## config.mk

```make
export PLATFORM = sky130hd
export DESIGN_NAME = mmc1_serial_writer
export DESIGN_NICKNAME = d
export VERILOG_FILES = /design/src/rtl/mmc1_serial_writer.sv
export SDC_FILE = /design/constraint.sdc
export NUM_CORES = 1
export LEC_CHECK = 0
export ABC_AREA = 1
export CAP_MARGIN = 10
export CELL_PAD_IN_SITES_DETAIL_PLACEMENT = 0
export CELL_PAD_IN_SITES_GLOBAL_PLACEMENT = 1
export CORE_MARGIN = 4
export CORE_UTILIZATION = 27
export DETAILED_ROUTE_END_ITERATION = 8
export PLACE_DENSITY = 0.74
export SYNTH_ARGS = -nofsm -noshare
export SYNTH_HDL_FRONTEND = slang
export SYNTH_SLANG_ARGS = --single-unit
```

## constraint.sdc

```tcl
create_clock -name clk -period 1.35 [get_ports clk]
set_clock_uncertainty 0.1 [all_clocks]
set_input_delay 0.27 -clock clk [delete_from_list [all_inputs] [get_ports clk]]
set_output_delay 0.27 -clock clk [all_outputs]
set_load 0.1 [all_outputs]
```

## src/rtl/mmc1_serial_writer.sv

```systemverilog
// mmc1_serial_writer: serialises a register-load or shift-reset command
// into the CPU write sequence an MMC1 mapper expects, paced on the M2 enable.
module mmc1_serial_writer #(
  parameter int unsigned GAP_CYCLES = 1
) (
  input  logic        clk,
  input  logic        reset,
  input  logic        ce,
  input  logic        req_valid,
  output logic        req_ready,
  input  logic [1:0]  req_reg,
  input  logic [4:0]  req_data,
  input  logic        req_reset,
  output logic [15:0] prg_ain,
  output logic [7:0]  prg_din,
  output logic        prg_write,
  output logic        busy,
  output logic        done
);

  localparam int unsigned GAP_W = (GAP_CYCLES == 0) ? 1 : $clog2(GAP_CYCLES + 1);
  localparam int unsigned BIT_W = 3;

  // A zero-length gap would let the mapper merge consecutive writes.
  if (GAP_CYCLES == 0) begin : g_gap_check
    $error("GAP_CYCLES must be at least 1");
  end

  typedef enum logic [1:0] {
    S_IDLE  = 2'd0,
    S_WRITE = 2'd1,
    S_GAP   = 2'd2
  } state_t;

  state_t             state;
  logic [4:0]         data_q;
  logic               rst_q;
  logic [BIT_W-1:0]   bit_cnt;
  logic [BIT_W-1:0]   nxt_bit;
  logic [GAP_W-1:0]   gap_cnt;

  assign nxt_bit   = bit_cnt + BIT_W'(1);
  assign req_ready = (state == S_IDLE);
  assign busy      = (state != S_IDLE);

  // Command sequencer: accept, one strobe per ce edge, mandatory gap, done pulse.
  always_ff @(posedge clk or posedge reset) begin
    if (reset) begin
      state     <= S_IDLE;
      data_q    <= 5'd0;
      rst_q     <= 1'b0;
      bit_cnt   <= '0;
      gap_cnt   <= '0;
      prg_ain   <= 16'h0000;
      prg_din   <= 8'h00;
      prg_write <= 1'b0;
      done      <= 1'b0;
    end else begin
      done <= 1'b0;
      case (state)
        S_IDLE: begin
          if (req_valid) begin
            data_q    <= req_data;
            rst_q     <= req_reset;
            bit_cnt   <= '0;
            prg_write <= 1'b1;
            state     <= S_WRITE;
            if (req_reset) begin
              prg_ain <= 16'h8000;
              prg_din <= 8'h80;
            end else begin
              prg_ain <= {1'b1, req_reg, 13'h0000};
              prg_din <= {7'b0, req_data[0]};
            end
          end
        end
        S_WRITE: begin
          // The ce edge here is the one the mapper samples.
          if (ce) begin
            prg_write <= 1'b0;
            gap_cnt   <= GAP_W'(GAP_CYCLES);
            state     <= S_GAP;
          end
        end
        S_GAP: begin
          if (ce) begin
            if (gap_cnt == GAP_W'(1)) begin
              if (!rst_q && (bit_cnt < BIT_W'(4))) begin
                bit_cnt   <= nxt_bit;
                prg_din   <= {7'b0, data_q[nxt_bit]};
                prg_write <= 1'b1;
                state     <= S_WRITE;
              end else begin
                prg_ain <= 16'h0000;
                prg_din <= 8'h00;
                done    <= 1'b1;
                state   <= S_IDLE;
              end
            end else begin
              gap_cnt <= gap_cnt - GAP_W'(1);
            end
          end
        end
        default: begin
          prg_write <= 1'b0;
          prg_ain   <= 16'h0000;
          prg_din   <= 8'h00;
          state     <= S_IDLE;
        end
      endcase
    end
  end

endmodule

```

==> impl_metrics.toml <==
[layout]
antennaDiodeCount = 0
drive_gt1_share_pct = 30.7
final_common_cell = "nand2_1"
syn_to_final_growth_pct = 48.1
num-nets-final = 177
mostFrequentLayoutCells = "37 x nand2_1, 19 x conb_1, 18 x dfrtp_1, 11 x inv_1, 10 x clkdlybuf4s50_1"

[synthesis]
ys_seq_area_share_pct = 45.6
syn_area_per_cell_um2 = 8.14
synthDistinctLibCells = 17
synthTopCellsByArea = "dfrtp_1 46%, nand2_1 14%, buf_4 14%"
synth_cells = 128
synth-warning-count = 0
ys_ff_latch = 19
syn-cell-area_um2 = 1040
synth_top_area_share_pct = 45.6
synth_area_leader_cell = "dfrtp_1"

[placement]
gp_congestion = 0.821
place.port_buffers = 20
dpl.hpwl_mm = 1.68

[timing]
fmax_mhz = 670
fin_crit_ns = 1.49
setup_viol = 13
final.period_utilization_pct = 111
setup_tns_ns = -1.11
worst_slack_ns = -0.142
maxSlewViolCount = 0
rsz0062_at_grt = "yes"
final_hold_viol_count = 0

[clock_network]
postCtsHoldBufs = 0
cts_tree = "built"
cts-root-buf = "clkbuf_8"
clkLatencyLatePin_ns = 0.26
clockBufferDepth = 2
cts_buffers = 3
clock_sinks = 19
clk_pin_slew_ns = 0.08
htreeDepth = 1

[routing]
vias_per_cell = 3.98
drc = 0
drtAntennaViolNets = 0
drt_first_pass_iters = 3
vias = 840
wirelength_mm = 2.20
routedWlPerCell_um = 10.4
drt_iter0_drc = 12

[critical_path]
worst_setup_path_start_kind = "register"
endpoint_kind = "primary output"
cp_top_family = "flip-flops"
critical_path_class = "reg2out"
r2r_setup_slack_ns = -0.10
timing.rr.end = "bit_cnt[0]"
cp_cell_sequence = "nor2_4, buf_6, buf_12"
required_ns = 0.98
cp_max_fo = 3
ff2ff_path_depth = 8
crit_slowest_cell = "dfrtp_2"
cp_slowest_stage_delay_ns = 0.44
r2r_start = "state[1]"
crit_buf_inv = 2
crit_arrival_ns = 1.12

[floorplan]
die_area_um2 = 4920
io_pins = 40
rows = 22
start_util_pct = 28.3
die_width_um = 70.1
chipHeight_um = 70.1
core_region_area_um2 = 3690

[grt]
grt_pass1_vias = 810
grt_use_total_pct = 9.25
antenna_found_initial = 0
overflow = 0
grt_max_degree = 20
grt_pass1_wl_mm = 3.75

[run_status]
status = "finished with violations"
violations = "setup timing"

[run]
cap_violations = 0

[min_path]
hp-class = "in2async"
## how the worst max path moves through the flow
stage,endpoint,slack [ns],startpoint,cells after the start
after CTS,req_ready,-0.14,state[1],3
after global routing,req_ready,-0.19,state[0],3
after detailed placement,prg_ain[15],-0.28,ce,8
after global placement,prg_ain[15],-0.26,ce,8
final,req_ready,-0.14,state[0],3
after floorplan,prg_din[0],-0.92,state[0],7
## layout make-up
cell class,count,area [um^2]
repair buffers,32,390
fillers,377,2140
clock inverters,1,7.51
inverters,15,58.8
well taps,48,60.1
flip-flops and latches,19,477
clock buffers,3,41.3
multi-input cells,93,509
## kinds of logic after synthesis
logic type | Yosys count | synth area share [%]
multiplexers | 5 | 5.40
other | 1 | 0.360
flip-flops | 19 | 45.6
adder cells (fa/ha/maj) | 1 | 1.20
AND/OR/NAND/NOR | 56 | 22.2
AO/OA/AOI/OAI | 12 | 6.12
buffers and inverters | 34 | 19.1
## repair_timing
| item | CTS | global route |
|---|---|---|
| cloned | 0 | 0 |
| pin swaps | 5 | 4 |
| buffers inserted | 4 | 1 |
| setup endpoints to repair | 10 | 18 |
| gates resized for setup | 19 | 6 |
## metrics by stage
step | setup slack (ns) | util, % | hold slack [ns] | instances | area (um^2)
floorplan | -0.924 | - | 0.121 | 146 | 1120
global placement | -0.264 | 37.4 | 0.379 | 202 | 1380
detailed placement | -0.283 | 37.4 | 0.400 | 202 | 1380
CTS | -0.136 | 41.2 | 0.241 | 210 | 1520
global route | -0.191 | 41.9 | 0.253 | 211 | 1540
finish | -0.142 | 41.9 | 0.230 | 211 | 1540
## synthesized netlist by cell type
master,instances
mux2_2,5
nor2_1,4
o21ai_1,4
nor3_1,1
inv_1,14
o21ai_2,1
conb_1,1
a21oi_1,2
dfrtp_1,19
nand3_1,6
nand2_2,2
o21ai_0,5
buf_4,19
inv_2,1
ha_1,1
nor2_2,3
nand2_1,40
## metal layers
layer / up-vias / global-route usage [%] / routed length (um)
met5: - / 0 / 0
met4: 0 / 1.28 / 10
met3: 2 / 3.74 / 151
met2: 22 / 15.6 / 1120
met1: 386 / 11.3 / 920
li1: 430 / - / -
## worst register-to-register path: stages (launching register included)
cell     delay, ns
dfrtp_1       0.41
buf_4         0.16
buf_4         0.14
nand2_4       0.07
a21oi_2       0.05
nor2_2        0.16
nand2_4       0.10
nand2_1       0.08
o21ai_1       0.06
## flip-flops by register name (all words and copies together), names as in the netlist
name / count
rst_q: 1
gap_cnt: 1
done: 1
prg_din: 2
bit_cnt: 3
prg_write: 1
prg_ain: 3
state: 2
data_q: 5
Power is not shown: default switching activity piles up to over one toggle a cycle in this logic, so the estimate is an artifact.
